[config.mk]
export PLATFORM = sky130hd
export DESIGN_NAME = nibble_serial_subtractor16_flat
export DESIGN_NICKNAME = d
export VERILOG_FILES = /design/src/rtl/nibble_serial_subtractor16_if.sv /design/src/rtl/nibble_serial_subtractor16.sv /design/src/flat_wrapper.sv
export SDC_FILE = /design/constraint.sdc
export NUM_CORES = 1
export LEC_CHECK = 0
export CAP_MARGIN = 10
export CORE_MARGIN = 3
export CORE_UTILIZATION = 35
export CTS_BUF_LIST = sky130_fd_sc_hd__clkbuf_8
export DETAILED_ROUTE_END_ITERATION = 16
export GPL_ROUTABILITY_DRIVEN = 0
export PLACE_DENSITY_LB_ADDON = 0.25
export SYNTH_ARGS = -nofsm -noshare
export SYNTH_HDL_FRONTEND = slang
export SYNTH_SLANG_ARGS = --single-unit
[constraint.sdc]
create_clock -name clk -period 9.1 [get_ports clk]
set_input_delay 1.365 -clock clk [delete_from_list [all_inputs] [get_ports clk]]
set_output_delay 1.365 -clock clk [all_outputs]
set_load 0.02 [all_outputs]
[src/rtl/nibble_serial_subtractor16_if.sv]
// Handshake bus for the nibble-serial subtractor.
//   master: producer/consumer side (drives operands, in_valid, out_ready)
//   slave : subtractor side (drives in_ready, out_valid and the result/flags)
interface nibble_serial_subtractor16_if #(
    parameter int unsigned WIDTH = 16
);
    logic             in_valid;
    logic             in_ready;
    logic [WIDTH-1:0] A;
    logic [WIDTH-1:0] B;
    logic             Bin;
    logic             out_valid;
    logic             out_ready;
    logic [WIDTH-1:0] Diff;
    logic             Bout;
    logic             Zero;
    logic             Ovf;

    modport master (
        output in_valid, A, B, Bin, out_ready,
        input  in_ready, out_valid, Diff, Bout, Zero, Ovf
    );

    modport slave (
        input  in_valid, A, B, Bin, out_ready,
        output in_ready, out_valid, Diff, Bout, Zero, Ovf
    );
endinterface

[src/rtl/nibble_serial_subtractor16.sv]
// Digit-serial subtractor: Diff = A - B - Bin, one DIGIT-bit digit per clock,
// least-significant digit first, borrow carried in a register between digits.
// Ports:
//   clk  - rising-edge clock
//   rst  - asynchronous active-high reset
//   bus  - slave modport: in_valid/in_ready + A/B/Bin operands,
//          out_valid/out_ready + Diff/Bout/Zero/Ovf result
module nibble_serial_subtractor16 #(
    parameter int unsigned WIDTH = 16,
    parameter int unsigned DIGIT = 4
) (
    input  logic                          clk,
    input  logic                          rst,
    nibble_serial_subtractor16_if.slave   bus
);
    localparam int unsigned NDIG  = WIDTH / DIGIT;
    localparam int unsigned IDX_W = (NDIG > 1) ? $clog2(NDIG) : 1;
    localparam int unsigned SUB_W = DIGIT + 1;

    typedef enum logic [1:0] {
        IDLE = 2'd0,
        CALC = 2'd1,
        DONE = 2'd2
    } state_e;

    state_e             state_q,     state_d;
    logic [WIDTH-1:0]   a_q,         a_d;
    logic [WIDTH-1:0]   b_q,         b_d;
    logic [WIDTH-1:0]   work_q,      work_d;
    logic               borrow_q,    borrow_d;
    logic [IDX_W-1:0]   idx_q,       idx_d;
    logic               out_valid_q, out_valid_d;
    logic [WIDTH-1:0]   diff_q,      diff_d;
    logic               bout_q,      bout_d;
    logic               zero_q,      zero_d;
    logic               ovf_q,       ovf_d;

    int unsigned        base_c;
    logic [DIGIT-1:0]   a_dig_c;
    logic [DIGIT-1:0]   b_dig_c;
    logic [SUB_W-1:0]   sub_c;

    // Next-state, digit datapath and publish logic
    always_comb begin
        state_d     = state_q;
        a_d         = a_q;
        b_d         = b_q;
        work_d      = work_q;
        borrow_d    = borrow_q;
        idx_d       = idx_q;
        out_valid_d = out_valid_q;
        diff_d      = diff_q;
        bout_d      = bout_q;
        zero_d      = zero_q;
        ovf_d       = ovf_q;

        base_c  = 32'(idx_q) * DIGIT;
        a_dig_c = a_q[base_c +: DIGIT];
        b_dig_c = b_q[base_c +: DIGIT];
        // Extra top bit of the (DIGIT+1)-bit difference is the digit borrow-out
        sub_c   = {1'b0, a_dig_c} - {1'b0, b_dig_c} - SUB_W'(borrow_q);

        unique case (state_q)
            IDLE: begin
                if (bus.in_valid) begin
                    a_d      = bus.A;
                    b_d      = bus.B;
                    borrow_d = bus.Bin;
                    idx_d    = '0;
                    work_d   = '0;
                    state_d  = CALC;
                end
            end
            CALC: begin
                work_d[base_c +: DIGIT] = sub_c[DIGIT-1:0];
                borrow_d                = sub_c[DIGIT];
                idx_d                   = idx_q + IDX_W'(1);
                if (idx_q == IDX_W'(NDIG - 1)) begin
                    // Publish using work_d so the final digit is included
                    idx_d       = '0;
                    diff_d      = work_d;
                    bout_d      = sub_c[DIGIT];
                    zero_d      = (work_d == '0);
                    ovf_d       = (a_q[WIDTH-1] != b_q[WIDTH-1]) &&
                                  (work_d[WIDTH-1] != a_q[WIDTH-1]);
                    out_valid_d = 1'b1;
                    state_d     = DONE;
                end
            end
            DONE: begin
                if (bus.out_ready) begin
                    out_valid_d = 1'b0;
                    state_d     = IDLE;
                end
            end
            default: begin
                state_d     = IDLE;
                out_valid_d = 1'b0;
            end
        endcase
    end

    // State and datapath registers
    always_ff @(posedge clk or posedge rst) begin
        if (rst) begin
            state_q     <= IDLE;
            a_q         <= '0;
            b_q         <= '0;
            work_q      <= '0;
            borrow_q    <= 1'b0;
            idx_q       <= '0;
            out_valid_q <= 1'b0;
            diff_q      <= '0;
            bout_q      <= 1'b0;
            zero_q      <= 1'b0;
            ovf_q       <= 1'b0;
        end else begin
            state_q     <= state_d;
            a_q         <= a_d;
            b_q         <= b_d;
            work_q      <= work_d;
            borrow_q    <= borrow_d;
            idx_q       <= idx_d;
            out_valid_q <= out_valid_d;
            diff_q      <= diff_d;
            bout_q      <= bout_d;
            zero_q      <= zero_d;
            ovf_q       <= ovf_d;
        end
    end

    // in_ready is a direct decode of the state register
    assign bus.in_ready  = (state_q == IDLE);
    assign bus.out_valid = out_valid_q;
    assign bus.Diff      = diff_q;
    assign bus.Bout      = bout_q;
    assign bus.Zero      = zero_q;
    assign bus.Ovf       = ovf_q;

endmodule

[src/flat_wrapper.sv]
// flat-port wrapper written by rule: the top's interface ports become plain ports
module nibble_serial_subtractor16_flat 
#(
    parameter int unsigned WIDTH = 16,
    parameter int unsigned DIGIT = 4
)
  (clk, rst, bus_in_valid, bus_A, bus_B, bus_Bin, bus_out_ready, bus_in_ready, bus_out_valid, bus_Diff, bus_Bout, bus_Zero, bus_Ovf);
  nibble_serial_subtractor16_if #(.WIDTH(WIDTH)) bus_i ();
  input  logic clk;
  input  logic rst;
  input wire logic [$bits(bus_i.in_valid)-1:0] bus_in_valid;
  input wire logic [$bits(bus_i.A)-1:0] bus_A;
  input wire logic [$bits(bus_i.B)-1:0] bus_B;
  input wire logic [$bits(bus_i.Bin)-1:0] bus_Bin;
  input wire logic [$bits(bus_i.out_ready)-1:0] bus_out_ready;
  output wire logic [$bits(bus_i.in_ready)-1:0] bus_in_ready;
  output wire logic [$bits(bus_i.out_valid)-1:0] bus_out_valid;
  output wire logic [$bits(bus_i.Diff)-1:0] bus_Diff;
  output wire logic [$bits(bus_i.Bout)-1:0] bus_Bout;
  output wire logic [$bits(bus_i.Zero)-1:0] bus_Zero;
  output wire logic [$bits(bus_i.Ovf)-1:0] bus_Ovf;
  assign bus_i.in_valid = bus_in_valid;
  assign bus_i.A = bus_A;
  assign bus_i.B = bus_B;
  assign bus_i.Bin = bus_Bin;
  assign bus_i.out_ready = bus_out_ready;
  assign bus_in_ready = bus_i.in_ready;
  assign bus_out_valid = bus_i.out_valid;
  assign bus_Diff = bus_i.Diff;
  assign bus_Bout = bus_i.Bout;
  assign bus_Zero = bus_i.Zero;
  assign bus_Ovf = bus_i.Ovf;
  nibble_serial_subtractor16 #(.WIDTH(WIDTH), .DIGIT(DIGIT)) u_core (.clk(clk), .rst(rst), .bus(bus_i));
endmodule
==> impl_metrics.csv <==
group,metric,value,unit
layout,seq_area,0.00183,mm^2
floorplanning,io_pins,58,
layout,layout_common_cells,"nand2_1 (123), dfrtp_1 (73), clkdlybuf4s50_1 (57), o21ai_0 (25), inv_1 (17)",
layout,nets,466,
power,power_density,410,mW/mm^2
synthesis,avgSynthCellArea,9.72,um^2
cts,post_cts_buffers,0,
sta,worst_pin_slew,0.925,ns
layout,layout_commonest_cell,"nand2_1",
sta,fmax,0.295,GHz
place,dp.cells,539,
route,via_per_inst,4.87,
power,power.total,1.80,mW
global_route,grt_max_degree,74,
route,routedWlPerCell,14.0,um
route,wirelength,7780,um
worst_setup_path,crit_fanout,17,
sta,rsz0062_at_grt,"false",
layout,fillers,982,
layout,multi_input_area,0.00156,mm^2
worst_setup_path,startpoint_type,"flip-flop",
layout,final_cells,555,
cts,numCtsBuffers,9,
place,dpl.hpwl,5460,um
sta,final.setup_skew,0.00819,ns
layout,layout-drive-gt1-share,0.0758,
power,irDropWorstVdd,0.000187,V
worst_setup_path,endpoint_kind,"flip-flop",
synthesis,synth.net_count,412,
sta,relSlewSlack,0.379,
floorplanning,rows,36,
global_route,antenna_found_initial,0,
synthesis,syn-cell-area,0.00353,mm^2
floorplanning,die_h,106,um
floorplanning,dieArea,0.0113,mm^2
worst_setup_path,critPathArrivalTime,3.62,ns
cts,ctsHtreeMaxLevel,3,
floorplanning,die_w,106,um
cts,clk_latency,0.35,ns
synthesis,synthArstFlopShare,1.00,
route,vias,2704,
floorplanning,coreArea,0.00977,mm^2
global_route,grt-ovfl-total,0,
sta,hold_viol_final,0,
cts,cts_root_buf,"clkbuf_8",
global_route,grtUsageTotal,0.147,
floorplanning,start_util,0.361,
cts,clkTransAtPathRegs,0.07,ns
status,status,"finished, final reports clean",
synthesis,synth_edf_count,0,
sta,period_needed,3.39,ns
layout,syn2layout_area_growth,24.7,%
cts,cts.repair.resized,0,
sta,setup_viol,0,
route,drtIter0Drc,109,
layout,design_area,0.00440,mm^2
cts,cts_buffer_depth,2,
global_route,first_global_vias,2683,
global_route,grt_first_pass_wirelength,13200,um
cts,postCtsHoldBufs,0,
min_path,hp-class,"flip-flop to flip-flop",
layout,num_antenna_cells,0,
sta,tns,0,ns
cts,cts_tree,"built",
place,portBuffers,57,
sta,drv_slew,0,
synthesis,syn_inst,363,
synthesis,synth_flop_cell,"dfrtp_1",
cts,clock-sinks,73,
run,maxCapViolations,0,
synthesis,yosysWarnings,0,
synthesis,yosysSeqAreaShare,0.518,
sta,finalCritPeriodShare,0.373,
route,firstDrtPassIters,5,
power,p_leak,2.04,nW
synthesis,yosys_register_bits,73,
worst_setup_path,worstPathRequired,9.33,ns
worst_setup_path,path_class,"flip-flop to flip-flop",
place,post_dp_cell_area,0.00421,mm^2
route,ant_nets,0,
route,drc,0,
synthesis,ys_types,43,
[worst max-delay path, stage by stage (launching register included)]
cell and delay, ns:
dfrtp_1 0.83, mux4_2 0.61, fa_1 0.40, ha_1 0.19, or2b_2 0.29, a21oi_2 0.15
xnor2_2 0.23, a21oi_1 0.13, o41a_1 0.43
[power breakdown]
part / internal [mW] / switching [mW]
Sequential: 0.461 / 0.102
Clock: 0.130 / 0.117
Combinational: 0.403 / 0.589
[cells by family after synthesis]
| family | synth area share |
|---|---|
| AOI/OAI and AO/OA | 0.128 |
| xor gates and xnor gates | 0.00958 |
| adders and majority gates | 0.0468 |
| buffers and inverters | 0.0401 |
| DFF | 0.518 |
| muxes | 0.0511 |
| and+or+nand+nor | 0.206 |
[flip-flops by register name (all words and copies together), names as in the netlist]
signal and flops:
u_core.b_q 16, u_core.bus.Ovf 1, u_core.idx_q 2, u_core.bus.out_valid 1, u_core.state_q 2, u_core.borrow_q 1, u_core.a_q 16, u_core.bus.Diff 16
u_core.work_q 16, u_core.bus.Bout 1, u_core.bus.Zero 1
[metal layers]
metal / part of all wire / global-route usage
met4: 0.025 / 0.0472
met1: 0.45 / 0.190
met3: 0.055 / 0.0455
met5: 0 / 0
met2: 0.47 / 0.236
[path summary, 6_finish.rpt]
kind                                  from              to  slack (ns)  cells after the start
setup / recovery           u_core.idx_q[0]  u_core.bus.Ovf        5.71                      8
hold / removal              u_core.a_q[12]  u_core.a_q[12]        0.48                      2
setup reg to reg           u_core.idx_q[0]  u_core.bus.Ovf        5.71                      8
hold reg to reg             u_core.a_q[12]  u_core.a_q[12]        0.48                      2
max in group asynchronous              rst  u_core.a_q[15]        6.90                      3
min in group asynchronous              rst  u_core.b_q[14]        1.63                      3
[synthesized netlist by cell type, types with 5 or more instances]
cell type / number / area, um^2
a21oi_1: 10 / 50.1
dfrtp_1: 73 / 1830
a22oi_1: 5 / 37.5
o21ai_0: 25 / 125
ha_1: 10 / 125
nand2_1: 123 / 462
nand3_1: 6 / 30.0
nor2_1: 5 / 18.8
mux4_2: 8 / 180
nor2b_1: 12 / 75.1
clkbuf_1: 15 / 56.3
a22o_1: 9 / 78.8
inv_1: 15 / 56.3
[per-stage QoR]
step | hold slack (ns) | worst slack, ns | utilization
6_report | 0.476 | 5.71 | 0.450
3_5_place_dp | 0.458 | 5.68 | 0.431
2_1_floorplan | 0.440 | 5.88 | -
5_1_grt | 0.503 | 5.46 | 0.450
4_1_cts | 0.475 | 5.68 | 0.450
3_3_place_gp | 0.455 | 5.77 | 0.431
[area by class of cell]
class	instances	area share
timing repair buffer	61	0.137
sequential	73	0.415
clock inverter	6	0.0117
tap	133	0.0378
inverter	15	0.0128
multi-input combinational	257	0.354
clock buffer	10	0.0313
(Power assumes the default switching activity.)
